**config.mk**
```make
export PLATFORM = sky130hd
export DESIGN_NAME = lfsr_rng_stream
export DESIGN_NICKNAME = d
export VERILOG_FILES = /design/src/rtl/lfsr_rng_stream.sv
export SDC_FILE = /design/constraint.sdc
export NUM_CORES = 1
export LEC_CHECK = 0
export CAP_MARGIN = 20
export CORE_UTILIZATION = 65
export DETAILED_ROUTE_END_ITERATION = 10
export DONT_BUFFER_PORTS = 1
export MAX_ROUTING_LAYER = met4
export PLACE_DENSITY = 0.86
export SETUP_SLACK_MARGIN = 0.5
export SLEW_MARGIN = 25
export SYNTH_ARGS = -nofsm -noshare
export SYNTH_HDL_FRONTEND = slang
export SYNTH_SLANG_ARGS = --single-unit
```
**constraint.sdc**
```tcl
create_clock -name clk -period 3.5 [get_ports clk]
set_input_delay 0.175 -clock clk [delete_from_list [all_inputs] [get_ports clk]]
set_output_delay 0.175 -clock clk [all_outputs]
set_load 0.01 [all_outputs]
```
**src/rtl/lfsr_rng_stream.sv**
```systemverilog
// ----------------------------------------------------------------------------
// lfsr_rng_stream
//
// Pseudo-random sample source with a ready/valid output stream.
// A single Galois LFSR (right-shifting) supplies candidates. In bounded-range
// mode, each candidate is the low WIDTH bits of the LFSR masked down to the
// bit length of range_max. Candidates above range_max are rejected. Because
// the mask never exceeds twice the bound, accepted values are uniform over
// 0..range_max, and fewer than half of all candidates are rejected.
//
// Parameters
//   LFSR_W : LFSR state width (4..32)
//   WIDTH  : output sample width, WIDTH <= LFSR_W
//   TAPS   : Galois feedback mask, LFSR_W bits
//   SEED   : reset and zero-recovery seed, LFSR_W bits, nonzero
//
// Ports
//   clk        in   rising-edge clock
//   rst_n      in   asynchronous active-low reset
//   en         in   advance the LFSR and allow sample capture
//   seed_load  in   load seed_in into the LFSR (seed 0 maps to SEED); beats en
//   seed_in    in   runtime seed value
//   range_max  in   inclusive upper bound of delivered samples
//   out_valid  out  out_data holds an unconsumed sample
//   out_ready  in   consumer accepts the sample this cycle
//   out_data   out  random sample in 0..range_max
//   rej_cnt    out  saturating count of rejected candidates
// ----------------------------------------------------------------------------
module lfsr_rng_stream #(
    parameter int unsigned        LFSR_W = 16,
    parameter int unsigned        WIDTH  = 10,
    parameter logic [LFSR_W-1:0]  TAPS   = 16'hB400,
    parameter logic [LFSR_W-1:0]  SEED   = 16'hACE1
) (
    input  logic              clk,
    input  logic              rst_n,
    input  logic              en,
    input  logic              seed_load,
    input  logic [LFSR_W-1:0] seed_in,
    input  logic [WIDTH-1:0]  range_max,
    output logic              out_valid,
    input  logic              out_ready,
    output logic [WIDTH-1:0]  out_data,
    output logic [15:0]       rej_cnt
);

    typedef enum logic {
        ST_FILL = 1'b0,
        ST_HOLD = 1'b1
    } state_t;

    state_t            r_state;
    state_t            w_state_nxt;
    logic [LFSR_W-1:0] r_lfsr;
    logic [LFSR_W-1:0] w_lfsr_nxt;
    logic [WIDTH-1:0]  r_out_data;
    logic [WIDTH-1:0]  w_out_data_nxt;
    logic [15:0]       r_rej_cnt;
    logic              w_rej_inc;

    logic [WIDTH-1:0]  w_mask;
    logic [WIDTH-1:0]  w_cand;
    logic              w_step;
    logic              w_fits;
    logic              w_accept;
    logic              w_reject;
    logic              w_handshake;

    // ------------------------------------------------------------------
    // LFSR next state: seed load wins. A zero state is recovered by
    // reloading SEED. Otherwise, step while enabled.
    // ------------------------------------------------------------------
    always_comb begin
        // NOTE: assign every always_comb output a default first, so that no
        // path through the block leaves it unassigned and infers a latch.
        w_lfsr_nxt = r_lfsr;
        if (seed_load) begin
            w_lfsr_nxt = (seed_in == '0) ? SEED : seed_in;
        end else if (r_lfsr == '0) begin
            w_lfsr_nxt = SEED;
        end else if (en) begin
            w_lfsr_nxt = (r_lfsr >> 1) ^ (r_lfsr[0] ? TAPS : '0);
        end
    end

    // ------------------------------------------------------------------
    // Mask: ones from bit 0 up to the highest set bit of range_max.
    // Bit i is set when any bit at or above i in range_max is set.
    // ------------------------------------------------------------------
    always_comb begin
        w_mask = '0;
        for (int i = 0; i < WIDTH; i++) begin
            w_mask[i] = |(range_max >> i);
        end
    end

    assign w_cand      = r_lfsr[WIDTH-1:0] & w_mask;
    assign w_step      = en & ~seed_load;
    assign w_fits      = (w_cand <= range_max);
    assign w_accept    = w_step & w_fits;
    assign w_reject    = w_step & ~w_fits;
    assign w_handshake = (r_state == ST_HOLD) & out_ready;

    // ------------------------------------------------------------------
    // Output FSM: FILL searches for an acceptable candidate.
    // HOLD presents the sample until the consumer takes it.
    // ------------------------------------------------------------------
    always_comb begin
        w_state_nxt    = r_state;
        w_out_data_nxt = r_out_data;
        w_rej_inc      = 1'b0;
        unique case (r_state)
            ST_FILL: begin
                if (w_accept) begin
                    w_out_data_nxt = w_cand;
                    w_state_nxt    = ST_HOLD;
                end else if (w_reject) begin
                    w_rej_inc = 1'b1;
                end
            end
            ST_HOLD: begin
                // Rejections are only counted when the slot is free again.
                // While backpressured, candidates are not evaluated.
                if (w_handshake) begin
                    if (w_accept) begin
                        w_out_data_nxt = w_cand;
                    end else begin
                        w_state_nxt = ST_FILL;
                        w_rej_inc   = w_reject;
                    end
                end
            end
            default: w_state_nxt = ST_FILL;
        endcase
    end

    // ------------------------------------------------------------------
    // State registers
    // ------------------------------------------------------------------
    always_ff @(posedge clk or negedge rst_n) begin
        if (!rst_n) begin
            r_state    <= ST_FILL;
            r_lfsr     <= SEED;
            r_out_data <= '0;
            r_rej_cnt  <= '0;
        end else begin
            // NOTE: non-blocking assignments here, so every register samples
            // values from before the edge, regardless of statement order.
            r_state    <= w_state_nxt;
            r_lfsr     <= w_lfsr_nxt;
            r_out_data <= w_out_data_nxt;
            if (w_rej_inc && (r_rej_cnt != 16'hFFFF)) begin
                r_rej_cnt <= r_rej_cnt + 16'd1;
            end
        end
    end

    assign out_valid = (r_state == ST_HOLD);
    assign out_data  = r_out_data;
    assign rej_cnt   = r_rej_cnt;

endmodule

```
==> flow_summary.toml <==
[synth]
syn_avg_cell_area_um2 = 9.69
netlist_top_cells_count = "dfrtp_1 (35), a21oi_1 (26), inv_1 (18)"
yosysUniqueCellTypes = 44
synthCells = 247
synth.most_common_cell = "dfrtp_1"
synth_area_um2 = 2390
synth_area_leaders = "dfrtp_1 (37%), dfstp_2 (8.8%), xor2_1 (5.5%)"
yosys_most_used_dff = "dfrtp_1"
yosysWarningCount = 0
synth-async-reset-ratio_pct = 100
synth_top_area_share_pct = 36.6
yosysTopAreaCell = "dfrtp_1"
synth_nets = 288
yosysSeqAreaShare_pct = 45.4
synth-edff-count = 0
ys_ff_latch = 43

[sta]
finalHoldViolCount = 0
fin_worst_skew_ns = 0.00759
worst_slew_pin_slew_ns = 0.693
fin_ws_ns = 0.912
fmax_ghz = 0.386
post-route-min-period_ns = 2.59
finalSetupTns_ns = 0
period_share_pct = 73.9
slew_headroom_pct = 53.6
finalMaxSlewViolations = 0
rsz0062_at_grt = "false"
finalSetupViolations = 0

[die]
ioPinCount = 58
dieHeight_um = 62.7
start_util_pct = 69.5
dieArea_um2 = 3930
core_um2 = 3440
fp-row-count = 21
die_x_um = 62.7

[drt]
drtIter0Drc = 136
postRouteAntennaNets = 0
drt_wl_total_um = 4970
vias_per_cell = 6.33
num_vias = 1875
wl_per_cell_um = 16.8
route.detailed.drc = 0
firstDrtPassIters = 4

[grt]
grt_pass1_vias = 1857
grt_antenna_before_repair = 0
grt_pass1_wl_um = 8670
grt_start_max_net_pins = 44
grt-ovfl-total = 0
grt_util_all_layers_pct = 29.3

[clock_tree]
root_buffer = "clkbuf_8"
cts.sinks = 43
cts_buffer_depth = 2
clk_pin_slew_ns = 0.08
cts_tree = "built"
post-cts-setup-buffers = 0
htree_levels = 2
cts_inserted_buffers = 5
clk_latency_ns = 0.30

[critical_path]
cp_slowest_cell = "dfstp_2"
path_cells = "inv_1 > a21oi_1 > ha_1 > nand3_1 > nor3_1 > a221oi_1 > nand2_1 > buf_4 > nand2_1 > mux2_2"
crit_top_cell = "nand2_1"
worstSetupPathType = "reg -> reg"
critPathCaptureType = "flop"
cp.required_ns = 3.69
crit_arrival_ns = 2.77
critical-path-max-stage-delay_ns = 0.53
cp-start-kind = "flop"
critPathMaxFanout = 17

[finish]
post-route-util_pct = 74.7
fill_cells = 241
diodes = 0
nets = 290
fin_area_um2 = 2570
syn2layout_area_growth_pct = 7.53
drive_above_1_share_pct = 14.0

[placed_design]
place_area_um2 = 2420
pre_cts_ws_ns = 0.653
gp_congestion = 0.940
hpwl_um = 3620
port_buffers = 0

[pwr]
power.leakage_nw = 1.20
power_mw = 1.28
irDropWorstVdd_uv = 383
cellPowerDensity_nw_per_um2 = 498

[flow_run]
cap_violations = 0

[hold_path]
hold_class = "in -> reg"

[status]
status = "finished clean"
==> per-stage QoR <==
| step | cells | hold WS (ns) |
|---|---|---|
| after floorplan | 247 | -0.121 |
| after global placement | 285 | -0.120 |
| after detailed placement | 285 | -0.120 |
| after CTS | 296 | 0.0321 |
| after global routing | 296 | 0.0368 |
| final | 296 | 0.0292 |
==> worst paths after layout <==
check | startpoint | endpoint | slack (ns) | cells past startpoint
hold reg to reg | r_lfsr[15] | r_lfsr[15] | 0.49 | 2
max in group asynchronous | rst_n | r_lfsr[13] | 2.89 | 2
setup / recovery | r_lfsr[5] | out_data[6] | 0.91 | 10
min in group asynchronous | rst_n | rej_cnt[13] | 0.34 | 2
setup reg to reg | r_lfsr[5] | out_data[6] | 0.91 | 10
hold / removal | seed_in[15] | r_lfsr[15] | 0.03 | 2
==> cell type report <==
cell class | instances | area (um^2) | share of cell area, %
Clock buffer | 5 | 68.8 | 2.68
Clock inverter | 3 | 43.8 | 1.70
Inverter | 18 | 67.6 | 2.63
Multi-Input combinational cell | 176 | 1190 | 46.4
Sequential cell | 43 | 1090 | 42.2
Tap cell | 46 | 57.6 | 2.24
Timing Repair Buffer | 5 | 55.1 | 2.14
==> report_power, final <==
part           switching (mW)  internal, mW  total, mW
registers              0.0950         0.580      0.676
logic                   0.113         0.107      0.220
clock network           0.172         0.212      0.384
==> metal layers <==
| layer | global-route usage, % | vias up | share of wire, % |
|---|---|---|---|
| li1 | - | 888 | - |
| met1 | 36.6 | 890 | 43 |
| met4 | 10.5 | 0 | 2.0 |
| met2 | 45.7 | 83 | 48 |
| met5 | - | - | 0 |
| met3 | 8.21 | 14 | 7.5 |
==> state kept, by name (all words and copies together) (netlist names) <==
signal / cells
out_valid: 1
r_lfsr: 16
out_data: 10
rej_cnt: 16
==> critical path, delay by kind of cell, from the launching register on <==
kind | cells | cell delay, ns
AO/OA/AOI/OAI | 2 | 0.38
flip-flops | 1 | 0.53
adder cells (fa/ha/maj) | 1 | 0.29
buffers and inverters | 2 | 0.26
AND/OR/NAND/NOR | 4 | 0.59
multiplexers | 1 | 0.40
==> cell usage in the layout (no fill, tap or decap), drive strengths merged, types with 2 or more instances in the layout <==
master       count
o22ai            2
o21a             3
ha              10
and3             4
nor4            14
dfrtp           35
mux2i            2
clkinv           2
nand4            4
nand3            9
clkbuf           5
and4             2
nand2           16
a21oi           26
a31oi            5
xor2            15
dlygate4sd3      2
nor3             9
nor2            14
nor2b            3
mux2             9
a21o             2
xnor2            3
inv             18
o21ai            7
o31ai            2
buf              3
nor4b            2
o211ai           2
dfstp            8
==> timing repair <==
| action | in CTS | in global routing |
|---|---|---|
| resized for setup | 0 | 0 |
| hold buffers | 3 | 0 |
| endpoints found under the hold margin | 44 | 0 |
==> cell families after synthesis <==
kind of cell,share of synthesized area [%]
flops,45.4
xor+xnor,6.59
compound gates,13.4
simple gates,19.4
fa+ha+maj,5.23
mux,5.23
buf+inv,4.71
Power figures use the tool's default switching activity.
